**config.mk**
```make
export PLATFORM = sky130hd
export DESIGN_NAME = mem_port_arbiter
export DESIGN_NICKNAME = d
export VERILOG_FILES = /design/src/rtl/arc_mem_arb_pkg.sv /design/src/rtl/mem_arb_watchdog.sv /design/src/rtl/mem_port_arbiter.sv
export SDC_FILE = /design/constraint.sdc
export NUM_CORES = 1
export LEC_CHECK = 0
export BUFFER_PORTS_ARGS = -buffer_cell sky130_fd_sc_hd__buf_4
export CORE_AREA = 2 2 91 158
export DETAILED_ROUTE_END_ITERATION = 8
export DIE_AREA = 0 0 93 160
export PLACE_DENSITY = 0.72
export SYNTH_ARGS = -nofsm -noshare
export SYNTH_HDL_FRONTEND = slang
export SYNTH_SLANG_ARGS = --single-unit
```
**constraint.sdc**
```tcl
create_clock -name i_clk -period 1.7 [get_ports i_clk]
set_clock_uncertainty 0.2 [all_clocks]
set_input_delay 0.17 -clock i_clk [delete_from_list [all_inputs] [get_ports i_clk]]
set_output_delay 0.17 -clock i_clk [all_outputs]
set_load 0.02 [all_outputs]
```
**src/rtl/arc_mem_arb_pkg.sv**
```systemverilog
// Shared types and default sizes for the IF/MEM unified-memory arbiter.
// The optional busy-state watchdog is enabled with MEM_ARB_TIMEOUT_EN.
package arc_mem_arb_pkg;

  localparam int unsigned DEF_AW             = 32;
  localparam int unsigned DEF_DW             = 32;
  localparam int unsigned DEF_MAX_DM_STREAK  = 4;
  localparam int unsigned DEF_TIMEOUT_CYCLES = 255;
  // Wide enough for the largest legal streak limit (15).
  localparam int unsigned STREAK_W           = 4;

  typedef enum logic [1:0] {
    IDLE,
    IF_BUSY,
    DM_BUSY,
    DONE
  } arb_state_t;

  typedef enum logic {
    GNT_IF,
    GNT_DM
  } grant_t;

endpackage

```
**src/rtl/mem_arb_watchdog.sv**
```systemverilog
// Busy-cycle watchdog for mem_port_arbiter. Only compiled and used when
// MEM_ARB_TIMEOUT_EN is defined.
`ifdef MEM_ARB_TIMEOUT_EN
module mem_arb_watchdog
  import arc_mem_arb_pkg::*;
#(
  parameter int unsigned TIMEOUT_CYCLES = DEF_TIMEOUT_CYCLES
) (
  input  logic i_clk,
  input  logic i_rst,
  input  logic i_busy,
  input  logic i_ready,
  output logic o_timeout,
  output logic o_err
);

  localparam int unsigned CW = $clog2(TIMEOUT_CYCLES + 1);
  localparam logic [CW-1:0] LIMIT = CW'(TIMEOUT_CYCLES);

  logic [CW-1:0] cnt_q;

  // Memory answering on the limit cycle still wins over the timeout.
  assign o_timeout = i_busy && !i_ready && (cnt_q == LIMIT);

  // Count busy cycles (cleared whenever not busy) and latch the sticky error.
  always_ff @(posedge i_clk) begin
    if (i_rst) begin
      cnt_q <= '0;
      o_err <= 1'b0;
    end else begin
      if (!i_busy) begin
        cnt_q <= '0;
      end else if (cnt_q != LIMIT) begin
        cnt_q <= cnt_q + 1'b1;
      end
      if (o_timeout) begin
        o_err <= 1'b1;
      end
    end
  end

endmodule
`endif

```
**src/rtl/mem_port_arbiter.sv**
```systemverilog
// Arbitrates the single-ported unified memory between the IF and MEM stages,
// sequences the memory handshake and drives the pipeline stall.
// Define MEM_ARB_TIMEOUT_EN to add the busy-state watchdog and sticky o_err.
module mem_port_arbiter
  import arc_mem_arb_pkg::*;
#(
  parameter int unsigned AW             = DEF_AW,
  parameter int unsigned DW             = DEF_DW,
  parameter int unsigned MAX_DM_STREAK  = DEF_MAX_DM_STREAK,
  parameter int unsigned TIMEOUT_CYCLES = DEF_TIMEOUT_CYCLES
) (
  input  logic          i_clk,
  input  logic          i_rst,
  input  logic          i_if_req,
  input  logic [AW-1:0] i_if_addr,
  input  logic          i_dm_req,
  input  logic          i_dm_we,
  input  logic [AW-1:0] i_dm_addr,
  input  logic [DW-1:0] i_dm_wdata,
  output logic          o_mem_req,
  output logic          o_mem_we,
  output logic [AW-1:0] o_mem_addr,
  output logic [DW-1:0] o_mem_wdata,
  input  logic          i_mem_ready,
  input  logic [DW-1:0] i_mem_rdata,
  output logic          o_if_valid,
  output logic [DW-1:0] o_if_rdata,
  output logic          o_dm_valid,
  output logic [DW-1:0] o_dm_rdata,
  output logic          o_stall,
  output logic          o_err
);

  if (MAX_DM_STREAK < 1 || MAX_DM_STREAK > 15 || TIMEOUT_CYCLES < 1) begin : g_bad_cfg
    $error("mem_port_arbiter: MAX_DM_STREAK must be 1..15 and TIMEOUT_CYCLES >= 1");
  end

  localparam logic [STREAK_W-1:0] STREAK_MAX = STREAK_W'(MAX_DM_STREAK);

  arb_state_t          state_q, state_d;
  grant_t              gnt_q, gnt_d;
  logic                grant_en;
  logic [STREAK_W-1:0] streak_q;
  logic                busy;
  logic                timeout;
  logic                complete;

  assign busy     = (state_q == IF_BUSY) || (state_q == DM_BUSY);
  assign complete = busy && (i_mem_ready || timeout);

`ifdef MEM_ARB_TIMEOUT_EN
  mem_arb_watchdog #(
    .TIMEOUT_CYCLES (TIMEOUT_CYCLES)
  ) u_watchdog (
    .i_clk     (i_clk),
    .i_rst     (i_rst),
    .i_busy    (busy),
    .i_ready   (i_mem_ready),
    .o_timeout (timeout),
    .o_err     (o_err)
  );
`else
  assign timeout = 1'b0;
  assign o_err   = 1'b0;
`endif

  // Next-state, grant selection and state-decoded handshake outputs.
  always_comb begin
    state_d    = state_q;
    gnt_d      = gnt_q;
    grant_en   = 1'b0;
    o_mem_req  = 1'b0;
    o_if_valid = 1'b0;
    o_dm_valid = 1'b0;
    unique case (state_q)
      IDLE: begin
        if (i_dm_req && !(i_if_req && (streak_q == STREAK_MAX))) begin
          state_d  = DM_BUSY;
          gnt_d    = GNT_DM;
          grant_en = 1'b1;
        end else if (i_if_req) begin
          state_d  = IF_BUSY;
          gnt_d    = GNT_IF;
          grant_en = 1'b1;
        end
      end
      IF_BUSY, DM_BUSY: begin
        o_mem_req = 1'b1;
        if (complete) begin
          state_d = DONE;
        end
      end
      DONE: begin
        o_if_valid = (gnt_q == GNT_IF);
        o_dm_valid = (gnt_q == GNT_DM);
        state_d    = IDLE;
      end
      default: state_d = IDLE;
    endcase
  end

  // State and grant register.
  always_ff @(posedge i_clk) begin
    if (i_rst) begin
      state_q <= IDLE;
      gnt_q   <= GNT_IF;
    end else begin
      state_q <= state_d;
      gnt_q   <= gnt_d;
    end
  end

  // Latch the winner's fields, track the DM streak and capture read data.
  always_ff @(posedge i_clk) begin
    if (i_rst) begin
      o_mem_we    <= 1'b0;
      o_mem_addr  <= '0;
      o_mem_wdata <= '0;
      streak_q    <= '0;
      o_if_rdata  <= '0;
      o_dm_rdata  <= '0;
    end else begin
      if (grant_en) begin
        if (gnt_d == GNT_DM) begin
          o_mem_we    <= i_dm_we;
          o_mem_addr  <= i_dm_addr;
          o_mem_wdata <= i_dm_wdata;
          if (i_if_req) begin
            streak_q <= (streak_q == STREAK_MAX) ? streak_q : streak_q + 1'b1;
          end else begin
            streak_q <= '0;
          end
        end else begin
          o_mem_we    <= 1'b0;
          o_mem_addr  <= i_if_addr;
          o_mem_wdata <= '0;
          streak_q    <= '0;
        end
      end
      // A timed-out access (no ready) returns zero data.
      if (complete) begin
        if (gnt_q == GNT_IF) begin
          o_if_rdata <= i_mem_ready ? i_mem_rdata : '0;
        end else begin
          o_dm_rdata <= (o_mem_we || !i_mem_ready) ? '0 : i_mem_rdata;
        end
      end
    end
  end

  assign o_stall = (i_if_req & ~o_if_valid) | (i_dm_req & ~o_dm_valid);

endmodule

```
==> results of run 1 <==
[tightest hold or removal path, cell delays in order]
cell                       delay [ns]
sky130_fd_sc_hd__buf_4           0.12
sky130_fd_sc_hd__nor2b_1         0.06
sky130_fd_sc_hd__a21oi_2         0.16
sky130_fd_sc_hd__a311oi_1        0.11
[logic make-up after synthesis]
group,count (synthesis),synth area share (%)
other,1,0.0687
AO/OA/AOI/OAI,178,21.3
flip-flops,136,49.9
AND/OR/NAND/NOR,283,21.8
buffers and inverters,67,5.78
adder cells (fa/ha/maj),5,1.15
[through the flow]
stage                     power [mW]  hold WS [ns]  setup WS, ns  std cells
after global placement          9.58         0.228       -0.0242       1074
after detailed placement        9.67         0.235        -0.106       1074
after floorplan                 7.66         0.106      -0.00634        670
final                           15.9        0.0570       -0.0982       1266
after CTS                       14.5        0.0599       -0.0850       1245
after global routing            16.5        0.0970        -0.159       1266
[state kept, by name (all words and copies together), names as in the netlist]
register	flops
o_mem_wdata	32
o_dm_rdata	32
o_mem_we	1
state_q	2
gnt_q	1
streak_q	4
o_mem_addr	32
o_if_rdata	32
[what timing repair did]
| action | in CTS | in global routing |
|---|---|---|
| gates resized for setup | 35 | 86 |
| gates cloned | 3 | 13 |
| buffers inserted | 7 | 8 |
| hold buffers | 130 | 0 |
| setup endpoints to repair | 41 | 124 |
| endpoints found under the hold margin | 130 | 0 |
| pin swaps | 23 | 61 |
[area by class of cell]
class | count | area (um^2)
Clock buffer | 19 | 443
Clock inverter | 12 | 199
Fill cell | 884 | 3080
Inverter | 8 | 32.5
Multi-Input combinational cell | 468 | 2870
Sequential cell | 136 | 2730
Tap cell | 177 | 221
Timing Repair Buffer | 446 | 4120
[cells in the final DEF (no fill, tap or decap), types with 3 or more instances in the layout]
cell type | synthesis | routed
sky130_fd_sc_hd__a211oi_2 | 29 | 32
sky130_fd_sc_hd__a21oi_1 | 135 | 105
sky130_fd_sc_hd__a21oi_2 | 0 | 29
sky130_fd_sc_hd__buf_12 | 0 | 14
sky130_fd_sc_hd__buf_16 | 0 | 3
sky130_fd_sc_hd__buf_4 | 2 | 277
sky130_fd_sc_hd__buf_6 | 3 | 10
sky130_fd_sc_hd__buf_8 | 0 | 4
sky130_fd_sc_hd__bufinv_16 | 0 | 5
sky130_fd_sc_hd__clkbuf_16 | 0 | 25
sky130_fd_sc_hd__clkinv_2 | 0 | 3
sky130_fd_sc_hd__dfxtp_1 | 136 | 131
sky130_fd_sc_hd__dfxtp_2 | 0 | 4
sky130_fd_sc_hd__dlygate4sd3_1 | 0 | 130
sky130_fd_sc_hd__ha_4 | 0 | 3
sky130_fd_sc_hd__inv_1 | 8 | 3
sky130_fd_sc_hd__inv_2 | 0 | 4
sky130_fd_sc_hd__nand2_1 | 166 | 151
sky130_fd_sc_hd__nand2_2 | 0 | 11
sky130_fd_sc_hd__nand2_4 | 0 | 4
sky130_fd_sc_hd__nand3_1 | 69 | 39
sky130_fd_sc_hd__nand3_2 | 0 | 28
sky130_fd_sc_hd__nor2_1 | 39 | 38
[path summary, 6_finish.rpt]
kind	slack [ns]	cells past startpoint	from	end
max	-0.1	9	state_q[0]	o_mem_addr[22]
min	0.06	4	i_mem_ready	state_q[1]
max reg2reg	-0.1	9	state_q[0]	o_mem_addr[22]
min reg2reg	0.25	2	o_dm_rdata[29]	o_dm_rdata[29]
[routing by layer]
metal	share of wire (%)	track usage, %
met3	5.4	5.90
met4	4.8	14.2
met5	0	0
met1	35	27.7
met2	55	48.4
[where the power goes]
part / leakage, nW / switching [mW] / total, mW / internal [mW]
Sequential: 1.11 / 0.387 / 4.21 / 3.82
Clock: 0.313 / 1.41 / 4.05 / 2.64
Combinational: 2.99 / 4.18 / 7.63 / 3.45
Total: 4.41 / 5.97 / 15.9 / 9.91
==> flow_summary.html, run 1 <==
<table>
<tr><th>Metric</th><th>Value</th></tr>
<tr><th colspan="2">Die</th></tr>
<tr><td>Placement row count</td><td>57</td></tr>
<tr><td>Initial core utilization</td><td>39.9%</td></tr>
<tr><td>Core Footprint</td><td>13700 um^2</td></tr>
<tr><td>Die boundary height</td><td>160 um</td></tr>
<tr><td>Horiz. Die Dim</td><td>93 um</td></tr>
<tr><td>I/O pin count</td><td>268</td></tr>
<tr><td>Die outline area</td><td>14900 um^2</td></tr>
<tr><th colspan="2">STA</th></tr>
<tr><td>Pins Over Slew Limit</td><td>0</td></tr>
<tr><td>Final setup TNS</td><td>-3.01 ns</td></tr>
<tr><td>Actual slew at the worst max-slew pin</td><td>0.572 ns</td></tr>
<tr><td>Final number of hold-violating endpoints</td><td>0</td></tr>
<tr><td>Post-route setup slack</td><td>-0.0982 ns</td></tr>
<tr><td>Fmax</td><td>556 MHz</td></tr>
<tr><td>Worst-case headroom to the max-slew limit</td><td>61.9%</td></tr>
<tr><td>Unrepaired setup endpoints after global routing</td><td>true</td></tr>
<tr><td>Fraction of the cycle the final worst path needs</td><td>106%</td></tr>
<tr><td>Final setup violating endpoints</td><td>67</td></tr>
<tr><td>Final critical delay including setup and external delays</td><td>1.80 ns</td></tr>
<tr><th colspan="2">Clocking</th></tr>
<tr><td>Cell chosen for the clock root</td><td>sky130_fd_sc_hd__clkbuf_16</td></tr>
<tr><td>Number of levels in the clock H-tree</td><td>4</td></tr>
<tr><td>CTS max path bufs</td><td>2</td></tr>
<tr><td>Clock-pin slew on the worst setup and hold paths</td><td>0.06 ns</td></tr>
<tr><td>Skew-Pair Late Insertion Delay</td><td>0.41 ns</td></tr>
<tr><td>Number of CTS-inserted buffers</td><td>17</td></tr>
<tr><td>CTS sink count</td><td>136</td></tr>
<tr><td>CTS tree</td><td>done</td></tr>
<tr><th colspan="2">Global route</th></tr>
<tr><td>Total congestion overflow after global routing</td><td>0</td></tr>
<tr><td>First-pass GRT wire length</td><td>31.6 mm</td></tr>
<tr><td>Total routing usage reported by global routing</td><td>26.6%</td></tr>
<tr><td>Via count of the first global-routing pass</td><td>6405</td></tr>
<tr><td>Antenna violations before repair</td><td>0</td></tr>
<tr><td>Maximum number of pins on one net before global-route repair</td><td>89</td></tr>
<tr><th colspan="2">Detailed routing</th></tr>
<tr><td>Final routed wirelength across all metal layers</td><td>22.8 mm</td></tr>
<tr><td>Total DRC errors in the routed layout</td><td>0</td></tr>
<tr><td>Routed vias/inst</td><td>5.18</td></tr>
<tr><td>Final antenna-violating net count</td><td>0</td></tr>
<tr><td>Detailed Route Iter0 Violations</td><td>246</td></tr>
<tr><td>DR pass1 iterations</td><td>4</td></tr>
<tr><td>Drt wl/cell</td><td>18.0 um</td></tr>
<tr><td>Via count</td><td>6555</td></tr>
<tr><th colspan="2">Synthesis</th></tr>
<tr><td>Cell accounting for the most synthesized area</td><td>sky130_fd_sc_hd__dfxtp_1</td></tr>
<tr><td>Number of library cell types mapped by synthesis</td><td>31</td></tr>
<tr><td>Register bit total from synthesis</td><td>136</td></tr>
<tr><td>Largest cells by area after synthesis</td><td>sky130_fd_sc_hd__dfxtp_1 (50%), sky130_fd_sc_hd__a21oi_1 (12%), sky130_fd_sc_hd__nand2_1 (11%)</td></tr>
<tr><td>Share of async-settable or async-resettable flops after synthesis</td><td>0%</td></tr>
<tr><td>Sequential-to-total area share from yosys stat</td><td>49.9%</td></tr>
<tr><td>Synthesized netlist cell count</td><td>670</td></tr>
<tr><td>Number of flops mapped to enable cells by yosys</td><td>0</td></tr>
<tr><td>Cell Area, Synth</td><td>5460 um^2</td></tr>
<tr><td>Most numerous cell types in the synthesized netlist</td><td>sky130_fd_sc_hd__nand2_1 (166), sky130_fd_sc_hd__dfxtp_1 (136), sky130_fd_sc_hd__a21oi_1 (135), sky130_fd_sc_hd__nand3_1 (69), sky130_fd_sc_hd__nor2_1 (39)</td></tr>
<tr><td>Count of synthesis-stage warnings from yosys</td><td>0</td></tr>
<tr><td>Main synth FF type</td><td>sky130_fd_sc_hd__dfxtp_1</td></tr>
<tr><td>Synthesized net count</td><td>809</td></tr>
<tr><td>Avg Synthesized Cell Area</td><td>8.15 um^2</td></tr>
<tr><td>Synth top area share</td><td>49.9%</td></tr>
<tr><td>Leading cell type by number of instances after synthesis</td><td>sky130_fd_sc_hd__nand2_1</td></tr>
<tr><th colspan="2">Cells and area</th></tr>
<tr><td>Number of antenna repair diodes</td><td>0</td></tr>
<tr><td>Utilization of the core after routing</td><td>77.5%</td></tr>
<tr><td>Layout Nets</td><td>1216</td></tr>
<tr><td>Layout cells sized above 1</td><td>43.8%</td></tr>
<tr><td>Final design area excluding fillers</td><td>10600 um^2</td></tr>
<tr><td>Area Overhead vs Synth</td><td>94.5%</td></tr>
<tr><th colspan="2">Place</th></tr>
<tr><td>Sum of net half-perimeters after detailed placement</td><td>11.6 mm</td></tr>
<tr><td>DP Area</td><td>7720 um^2</td></tr>
<tr><td>Final Wtd Congestion</td><td>0.825</td></tr>
<tr><td>Port Buf Inserts</td><td>266</td></tr>
<tr><th colspan="2">Critical path</th></tr>
<tr><td>Data required time at the worst endpoint</td><td>1.83 ns</td></tr>
<tr><td>CP Data Arrival Time</td><td>1.93 ns</td></tr>
<tr><td>Critical Path Source Type</td><td>flop</td></tr>
<tr><td>Max stage delay on crit path</td><td>0.36 ns</td></tr>
<tr><td>Critical path type</td><td>flop to flop</td></tr>
<tr><td>Critical path buffer and inverter count</td><td>4</td></tr>
<tr><td>Sort of element at the end of the critical path</td><td>flop</td></tr>
<tr><td>CP top delay family</td><td>buffers and inverters</td></tr>
<tr><td>Library cell contributing the largest single delay on the critical path</td><td>sky130_fd_sc_hd__dfxtp_4</td></tr>
<tr><td>Highest net fanout along the worst path</td><td>8</td></tr>
<tr><td>Ordered list of cells on the worst path</td><td>inv_4 -&gt; ha_4 -&gt; nand2_4 -&gt; a32oi_4 -&gt; buf_6 -&gt; buf_16 -&gt; buf_4 -&gt; a21oi_2 -&gt; a211oi_2</td></tr>
<tr><th colspan="2">Pwr</th></tr>
<tr><td>Leakage power</td><td>4.41 nW</td></tr>
<tr><td>Power density normalized to cell area</td><td>1500 nW/um^2</td></tr>
<tr><td>Worst vdd ir</td><td>1010 uV</td></tr>
<tr><th colspan="2">Run status</th></tr>
<tr><td>Failing checks</td><td>negative setup slack</td></tr>
<tr><td>Outcome</td><td>finished with violations</td></tr>
<tr><th colspan="2">Hold path</th></tr>
<tr><td>Path category of the worst min-delay check</td><td>primary input to flop</td></tr>
<tr><th colspan="2">Flow run</th></tr>
<tr><td>Max Cap Violations</td><td>0</td></tr>
</table>
Power figures use the tool's default switching activity.
==> run 2, diff against run 1 <==
Settings changed: ABC_AREA from default to 1, CORE_AREA 2 2 91 158 to 2 2 92 160, DIE_AREA 0 0 93 160 to 0 0 94 162, PLACE_DENSITY 0.72 to 0.73.
==> flow_summary.html, run 2 <==
<table>
<tr><th>Metric</th><th>Value</th></tr>
<tr><th colspan="2">Die</th></tr>
<tr><td>Die boundary height</td><td>162 um</td></tr>
<tr><td>I/O pin count</td><td>268</td></tr>
<tr><td>Die outline area</td><td>15200 um^2</td></tr>
<tr><td>Horiz. Die Dim</td><td>94 um</td></tr>
<tr><td>Initial core utilization</td><td>41.1%</td></tr>
<tr><td>Placement row count</td><td>57</td></tr>
<tr><td>Core Footprint</td><td>13900 um^2</td></tr>
<tr><th colspan="2">Place</th></tr>
<tr><td>Port Buf Inserts</td><td>266</td></tr>
<tr><td>Pre-CTS setup slack</td><td>-0.0329 ns</td></tr>
<tr><td>Final Wtd Congestion</td><td>0.840</td></tr>
<tr><td>Sum of net half-perimeters after detailed placement</td><td>13.0 mm</td></tr>
<tr><th colspan="2">Flow run</th></tr>
<tr><td>Max Cap Violations</td><td>0</td></tr>
<tr><th colspan="2">Global route</th></tr>
<tr><td>Maximum number of pins on one net before global-route repair</td><td>69</td></tr>
<tr><td>Antenna violations before repair</td><td>0</td></tr>
<tr><td>Via count of the first global-routing pass</td><td>6940</td></tr>
<tr><td>Total routing usage reported by global routing</td><td>27.9%</td></tr>
<tr><td>First-pass GRT wire length</td><td>33.8 mm</td></tr>
<tr><td>Total congestion overflow after global routing</td><td>0</td></tr>
<tr><th colspan="2">Clocking</th></tr>
<tr><td>Number of CTS-inserted buffers</td><td>17</td></tr>
<tr><td>CTS max path bufs</td><td>2</td></tr>
<tr><td>Number of levels in the clock H-tree</td><td>4</td></tr>
<tr><td>Clock-pin slew on the worst setup and hold paths</td><td>0.06 ns</td></tr>
<tr><td>Skew-Pair Late Insertion Delay</td><td>0.41 ns</td></tr>
<tr><td>CTS tree</td><td>done</td></tr>
<tr><td>Cell chosen for the clock root</td><td>sky130_fd_sc_hd__clkbuf_16</td></tr>
<tr><td>CTS sink count</td><td>136</td></tr>
<tr><th colspan="2">Hold path</th></tr>
<tr><td>WHS Path Cells</td><td>5</td></tr>
<tr><td>Path category of the worst min-delay check</td><td>primary input to flop</td></tr>
<tr><td>Origin of the worst min-delay path</td><td>i_if_req</td></tr>
<tr><td>WHS Endpoint</td><td>streak_q[0]</td></tr>
<tr><th colspan="2">Synthesis</th></tr>
<tr><td>Count of synthesis-stage warnings from yosys</td><td>0</td></tr>
<tr><td>Synthesized net count</td><td>923</td></tr>
<tr><td>Main synth FF type</td><td>sky130_fd_sc_hd__dfxtp_1</td></tr>
<tr><td>Cell Area, Synth</td><td>5720 um^2</td></tr>
<tr><td>Number of library cell types mapped by synthesis</td><td>24</td></tr>
<tr><td>Largest cells by area after synthesis</td><td>sky130_fd_sc_hd__dfxtp_1 (48%), sky130_fd_sc_hd__nand3_1 (12%), sky130_fd_sc_hd__nand2_1 (9.5%)</td></tr>
<tr><td>Cell accounting for the most synthesized area</td><td>sky130_fd_sc_hd__dfxtp_1</td></tr>
<tr><td>Synth top area share</td><td>47.6%</td></tr>
<tr><td>Sequential-to-total area share from yosys stat</td><td>47.6%</td></tr>
<tr><td>Share of async-settable or async-resettable flops after synthesis</td><td>0%</td></tr>
<tr><td>Most numerous cell types in the synthesized netlist</td><td>sky130_fd_sc_hd__nand2_1 (144), sky130_fd_sc_hd__nand3_1 (137), sky130_fd_sc_hd__dfxtp_1 (136), sky130_fd_sc_hd__nor2_1 (101), sky130_fd_sc_hd__inv_1 (45)</td></tr>
<tr><td>Number of flops mapped to enable cells by yosys</td><td>0</td></tr>
<tr><td>Avg Synthesized Cell Area</td><td>7.29 um^2</td></tr>
<tr><td>Leading cell type by number of instances after synthesis</td><td>sky130_fd_sc_hd__nand2_1</td></tr>
<tr><td>Synthesized netlist cell count</td><td>784</td></tr>
<tr><td>Register bit total from synthesis</td><td>136</td></tr>
<tr><th colspan="2">STA</th></tr>
<tr><td>Final setup TNS</td><td>-2.03 ns</td></tr>
<tr><td>Fraction of the cycle the final worst path needs</td><td>106%</td></tr>
<tr><td>Worst hold slack across all endpoints</td><td>0.0512 ns</td></tr>
<tr><td>Post-route setup slack</td><td>-0.0938 ns</td></tr>
<tr><td>Fmax</td><td>557 MHz</td></tr>
<tr><td>Final critical delay including setup and external delays</td><td>1.79 ns</td></tr>
<tr><td>Pins Over Slew Limit</td><td>0</td></tr>
<tr><td>Unrepaired setup endpoints after global routing</td><td>true</td></tr>
<tr><td>Final setup violating endpoints</td><td>47</td></tr>
<tr><td>Final number of hold-violating endpoints</td><td>0</td></tr>
<tr><th colspan="2">Critical path</th></tr>
<tr><td>Register-to-Register Path Depth</td><td>10</td></tr>
<tr><td>Critical Path Source Type</td><td>flop</td></tr>
<tr><td>Worst R2R Start</td><td>state_q[1]</td></tr>
<tr><td>Critical path type</td><td>flop to flop</td></tr>
<tr><td>Highest net fanout along the worst path</td><td>4</td></tr>
<tr><td>Critical register-to-register path endpoint</td><td>o_mem_wdata[8]</td></tr>
<tr><td>Data required time at the worst endpoint</td><td>1.81 ns</td></tr>
<tr><td>CP Data Arrival Time</td><td>1.90 ns</td></tr>
<tr><td>Sort of element at the end of the critical path</td><td>flop</td></tr>
<tr><td>Worst reg-to-reg setup slack</td><td>-0.09 ns</td></tr>
<tr><th colspan="2">Detailed routing</th></tr>
<tr><td>Total DRC errors in the routed layout</td><td>0</td></tr>
<tr><td>Routed vias/inst</td><td>5.17</td></tr>
<tr><td>Final antenna-violating net count</td><td>0</td></tr>
<tr><td>Detailed Route Iter0 Violations</td><td>337</td></tr>
<tr><td>Drt wl/cell</td><td>16.7 um</td></tr>
<tr><td>Via count</td><td>7077</td></tr>
<tr><td>Final routed wirelength across all metal layers</td><td>22.9 mm</td></tr>
<tr><td>DR pass1 iterations</td><td>7</td></tr>
<tr><th colspan="2">Cells and area</th></tr>
<tr><td>Filler cells</td><td>999</td></tr>
<tr><td>Number of antenna repair diodes</td><td>0</td></tr>
<tr><td>Area Overhead vs Synth</td><td>81.7%</td></tr>
<tr><td>Commonest cells after routing, fill and taps aside</td><td>sky130_fd_sc_hd__buf_4 (279), sky130_fd_sc_hd__nand2_1 (134), sky130_fd_sc_hd__dlygate4sd3_1 (133), sky130_fd_sc_hd__dfxtp_1 (132), sky130_fd_sc_hd__nand3_1 (113)</td></tr>
<tr><td>Commonest non-fill, non-tap cell in the layout</td><td>sky130_fd_sc_hd__buf_4</td></tr>
<tr><td>Layout cells sized above 1</td><td>33.6%</td></tr>
<tr><td>Layout Nets</td><td>1318</td></tr>
<tr><th colspan="2">Run status</th></tr>
<tr><td>Outcome</td><td>finished with violations</td></tr>
<tr><td>Failing checks</td><td>negative setup slack</td></tr>
<tr><th colspan="2">Pwr</th></tr>
<tr><td>Worst vdd ir</td><td>876 uV</td></tr>
<tr><td>Leakage power</td><td>5.02 nW</td></tr>
<tr><td>Power density normalized to cell area</td><td>1560 nW/um^2</td></tr>
</table>
[run 2: cell count changes after synthesis, sizes merged, moves of 3 or more]
cell	before	now
nand2	166	147
nor2b	3	0
o21ai	1	34
a21oi	135	38
nand4	0	32
inv	8	48
nor3	0	33
clkbuf	32	23
a211oi	32	0
buf	27	43
nor2	39	102
nand3	69	138
[run 2: cell type report]
cell class,instances,area (um^2),area share [%]
Clock buffer,17,425,4.09
Clock inverter,15,178,1.71
Inverter,48,190,1.83
Multi-Input combinational cell,534,2700,26.0
Sequential cell,136,2730,26.3
Tap cell,177,221,2.13
Timing Repair Buffer,442,3940,38.0
[run 2: where the power goes]
part | internal [mW] | switching, mW
Sequential | 4.00 | 0.471
Combinational | 3.30 | 4.66
Clock | 2.22 | 1.55
[run 2: metrics by stage]
stage	power [mW]	instance area [um^2]	instances	utilization (%)
2_1_floorplan	8.49	5730	784	-
3_3_place_gp	11.0	8000	1190	57.5
3_5_place_dp	11.1	8000	1190	57.5
4_1_cts	15.4	10100	1361	72.3
5_1_grt	17.1	10400	1369	74.7
6_report	16.2	10400	1369	74.7
[run 2: routing by layer]
metal | vias to the layer above | share of wire [%] | GRT usage, %
met4 | 0 | 4.3 | 15.4
li1 | 3375 | - | -
met1 | 3319 | 36 | 28.9
met3 | 67 | 5.7 | 5.84
met2 | 316 | 54 | 51.1
met5 | - | 0 | 0
[run 2: cell families (layout without fill, tap and decap cells)]
group | after synthesis | in the layout | synth area share (%)
DFF | 136 | 136 | 47.6
AOI/OAI and AO/OA | 74 | 74 | 6.92
adders and majority gates | 5 | 5 | 1.09
other | 1 | 1 | 0.0656
and+or+nand+nor | 452 | 452 | 35.2
xor gates and xnor gates | 2 | 2 | 0.306
buffers and inverters | 114 | 522 | 8.78
[run 2: worst max path at each step]
stage                     start         endpoint  slack, ns
floorplan            state_q[0]   o_dm_rdata[10]       0.03
global placement     state_q[1]   o_dm_rdata[30]      0.004
detailed placement   state_q[1]  o_mem_wdata[25]      -0.03
CTS                  state_q[0]          o_stall      -0.09
global route        streak_q[1]  o_mem_wdata[13]      -0.15
finish               state_q[1]   o_mem_wdata[8]      -0.09
[run 2: what timing repair did]
action / in CTS / in global routing
resized for setup: 13 / 59
setup endpoints to repair: 67 / 107
buffers inserted: 4 / 4
cloned: 2 / 5
endpoints found under the hold margin: 134 / 0
hold buffers: 133 / 0
pin swaps: 6 / 13
[run 2: critical path, stage by stage, from the launching register on]
cell	delay [ns]
sky130_fd_sc_hd__dfxtp_4	0.36
sky130_fd_sc_hd__inv_4	0.06
sky130_fd_sc_hd__ha_4	0.17
sky130_fd_sc_hd__inv_4	0.04
sky130_fd_sc_hd__o21ai_4	0.22
sky130_fd_sc_hd__buf_12	0.15
sky130_fd_sc_hd__a21oi_4	0.07
sky130_fd_sc_hd__buf_6	0.14
sky130_fd_sc_hd__clkbuf_16	0.15
sky130_fd_sc_hd__nand3_1	0.07
sky130_fd_sc_hd__nand2_1	0.05
==> run 3, diff against run 2 <==
Settings changed: BUFFER_PORTS_ARGS -buffer_cell sky130_fd_sc_hd__buf_4 to default, CAP_MARGIN from default to 20, CORE_AREA 2 2 92 160 to 2 2 104 106, DIE_AREA 0 0 94 162 to 0 0 106 108, DONT_BUFFER_PORTS from default to 1, PLACE_DENSITY 0.73 to 0.72.
==> flow_summary.html, run 3 (same netlist as run 2, synthesis figures left out) <==
<table>
<tr><th>Metric</th><th>Value</th></tr>
<tr><th colspan="2">Critical path</th></tr>
<tr><td>Sort of element at the end of the critical path</td><td>output port</td></tr>
<tr><td>Critical path buffer and inverter count</td><td>3</td></tr>
<tr><td>Max stage delay on crit path</td><td>0.32 ns</td></tr>
<tr><td>Worst R2R Start</td><td>state_q[0]</td></tr>
<tr><td>Ordered list of cells on the worst path</td><td>buf_6 -&gt; ha_4 -&gt; nand2_2 -&gt; inv_2 -&gt; o22ai_1 -&gt; buf_4</td></tr>
<tr><td>Worst reg-to-reg setup slack</td><td>-0.13 ns</td></tr>
<tr><td>Crit. path cell count</td><td>6</td></tr>
<tr><td>Endpoint of the most critical setup path</td><td>o_stall</td></tr>
<tr><td>CP top delay family</td><td>flip-flops</td></tr>
<tr><td>Critical path origin</td><td>state_q[0]</td></tr>
<tr><td>Critical path type</td><td>flop to output port</td></tr>
<tr><td>Register-to-Register Path Depth</td><td>10</td></tr>
<tr><td>Critical register-to-register path endpoint</td><td>o_mem_wdata[9]</td></tr>
<tr><td>Data required time at the worst endpoint</td><td>1.33 ns</td></tr>
<tr><td>Critical Path Source Type</td><td>flop</td></tr>
<tr><td>CP Data Arrival Time</td><td>1.51 ns</td></tr>
<tr><td>Library cell contributing the largest single delay on the critical path</td><td>sky130_fd_sc_hd__dfxtp_2</td></tr>
<tr><td>Highest net fanout along the worst path</td><td>2</td></tr>
<tr><th colspan="2">Clocking</th></tr>
<tr><td>Hold_buf cts</td><td>70</td></tr>
<tr><td>CTS tree</td><td>done</td></tr>
<tr><td>Clock-pin slew on the worst setup and hold paths</td><td>0.06 ns</td></tr>
<tr><td>Number of levels in the clock H-tree</td><td>4</td></tr>
<tr><td>CTS sink count</td><td>136</td></tr>
<tr><td>Skew-Pair Late Insertion Delay</td><td>0.53 ns</td></tr>
<tr><td>Cell chosen for the clock root</td><td>sky130_fd_sc_hd__clkbuf_8</td></tr>
<tr><td>Number of CTS-inserted buffers</td><td>17</td></tr>
<tr><td>CTS max path bufs</td><td>2</td></tr>
<tr><th colspan="2">Global route</th></tr>
<tr><td>Fraction of met2 tracks used by global routing</td><td>51.3%</td></tr>
<tr><td>Maximum number of pins on one net before global-route repair</td><td>71</td></tr>
<tr><td>Via count of the first global-routing pass</td><td>5751</td></tr>
<tr><td>Total routing usage reported by global routing</td><td>30.2%</td></tr>
<tr><td>Antenna violations before repair</td><td>0</td></tr>
<tr><td>Busiest layer in global routing</td><td>met2</td></tr>
<tr><td>Routing usage on met3</td><td>9.83%</td></tr>
<tr><td>First-pass GRT wire length</td><td>27.5 mm</td></tr>
<tr><td>Total congestion overflow after global routing</td><td>0</td></tr>
<tr><td>Met1 usage</td><td>33.0%</td></tr>
<tr><th colspan="2">Pwr</th></tr>
<tr><td>Worst vdd ir</td><td>1020 uV</td></tr>
<tr><td>Total Power</td><td>15.0 mW</td></tr>
<tr><td>Power density normalized to cell area</td><td>1890 nW/um^2</td></tr>
<tr><td>Leakage power</td><td>3.52 nW</td></tr>
<tr><th colspan="2">Die</th></tr>
<tr><td>Die boundary height</td><td>108 um</td></tr>
<tr><td>Placement row count</td><td>37</td></tr>
<tr><td>I/O pin count</td><td>268</td></tr>
<tr><td>Horiz. Die Dim</td><td>106 um</td></tr>
<tr><td>Initial core utilization</td><td>55.9%</td></tr>
<tr><td>Die outline area</td><td>11400 um^2</td></tr>
<tr><td>Core Footprint</td><td>10200 um^2</td></tr>
<tr><th colspan="2">Cells and area</th></tr>
<tr><td>Commonest cells after routing, fill and taps aside</td><td>sky130_fd_sc_hd__dfxtp_1 (132), sky130_fd_sc_hd__nand2_1 (119), sky130_fd_sc_hd__nand3_1 (116), sky130_fd_sc_hd__nor2_1 (100), sky130_fd_sc_hd__dlygate4sd3_1 (69)</td></tr>
<tr><td>Area used by multi-input combinational logic</td><td>2870 um^2</td></tr>
<tr><td>Commonest non-fill, non-tap cell in the layout</td><td>sky130_fd_sc_hd__dfxtp_1</td></tr>
<tr><td>Layout Nets</td><td>1000</td></tr>
<tr><td>Sequential Area</td><td>2730 um^2</td></tr>
<tr><td>Area Overhead vs Synth</td><td>39.5%</td></tr>
<tr><td>Number of antenna repair diodes</td><td>0</td></tr>
<tr><td>Filler cells</td><td>679</td></tr>
<tr><td>Layout cells sized above 1</td><td>21.2%</td></tr>
<tr><th colspan="2">STA</th></tr>
<tr><td>Pins Over Slew Limit</td><td>0</td></tr>
<tr><td>Final setup violating endpoints</td><td>91</td></tr>
<tr><td>Fraction of the cycle the final worst path needs</td><td>111%</td></tr>
<tr><td>Unrepaired setup endpoints after global routing</td><td>true</td></tr>
<tr><td>Final critical delay including setup and external delays</td><td>1.88 ns</td></tr>
<tr><td>Fmax</td><td>531 MHz</td></tr>
<tr><td>Worst hold slack across all endpoints</td><td>-0.502 ns</td></tr>
<tr><td>Post-route setup slack</td><td>-0.183 ns</td></tr>
<tr><td>Final number of hold-violating endpoints</td><td>103</td></tr>
<tr><th colspan="2">Place</th></tr>
<tr><td>Port Buf Inserts</td><td>0</td></tr>
<tr><td>Sum of net half-perimeters after detailed placement</td><td>10.7 mm</td></tr>
<tr><td>Final Wtd Congestion</td><td>0.817</td></tr>
<tr><th colspan="2">Flow run</th></tr>
<tr><td>Max Cap Violations</td><td>0</td></tr>
<tr><th colspan="2">Detailed routing</th></tr>
<tr><td>Drt wl/cell</td><td>18.7 um</td></tr>
<tr><td>Final routed wirelength across all metal layers</td><td>18.9 mm</td></tr>
<tr><td>Detailed Route Iter0 Violations</td><td>573</td></tr>
<tr><td>DR pass1 iterations</td><td>7</td></tr>
<tr><td>Total DRC errors in the routed layout</td><td>0</td></tr>
<tr><td>Final antenna-violating net count</td><td>0</td></tr>
<tr><td>Routed vias/inst</td><td>5.95</td></tr>
<tr><td>Via count</td><td>6002</td></tr>
<tr><th colspan="2">Run status</th></tr>
<tr><td>Failing checks</td><td>negative hold slack, negative setup slack</td></tr>
<tr><td>Outcome</td><td>finished with violations</td></tr>
<tr><th colspan="2">Hold path</th></tr>
<tr><td>Path category of the worst min-delay check</td><td>primary input to flop</td></tr>
</table>
## run 3: layout make-up
type / instances / area share, %
inverter: 48 / 2.32
sequential: 136 / 34.2
clock inverter: 14 / 2.48
timing repair buffer: 124 / 17.7
tap: 136 / 2.13
multi-input combinational: 534 / 36.0
clock buffer: 17 / 5.19
## run 3: worst min path at each step
stage	start	to	slack, ns	depth (start not counted)
6_report	i_rst	o_dm_rdata[6]	-0.50	1
5_1_grt	i_rst	o_dm_rdata[7]	-0.52	1
4_1_cts	i_rst	o_dm_rdata[5]	-0.51	1
3_5_place_dp	i_rst	o_dm_rdata[5]	0.05	1
3_3_place_gp	i_rst	o_dm_rdata[5]	0.05	1
2_1_floorplan	i_dm_wdata[0]	o_mem_wdata[0]	0.10	2
## run 3: timing repair
action,CTS,global route
buffers inserted,2,12
gates cloned,2,8
pin swaps,2,27
resized for setup,20,110
setup endpoints to repair,73,139
endpoints found under the hold margin,136,103
## run 3: routing by layer
metal,up-vias,share of wire [%]
li1,2742,-
met1,2784,38
met2,394,49
met3,82,9.9
met4,0,3.9
met5,-,0
## run 3: report_power, final
group          leakage, nW  total [mW]  switching (mW)  internal (mW)
logic                 2.12        5.69            3.33           2.36
clock network        0.295        3.84            1.45           2.39
registers             1.11        5.52            1.52           4.00
## run 3: stage by stage
step | std cells | setup TNS (ns) | setup slack [ns] | cell area, um^2 | utilization (%)
2_1_floorplan | 784 | 0 | 0.0319 | 5730 | -
3_3_place_gp | 885 | 0 | 0.0300 | 5870 | 57.4
3_5_place_dp | 885 | -0.241 | -0.0542 | 5870 | 57.4
4_1_cts | 990 | -2.32 | -0.213 | 7330 | 71.7
5_1_grt | 1009 | -14.02 | -0.232 | 7970 | 77.9
6_report | 1009 | -4.52 | -0.183 | 7970 | 77.9
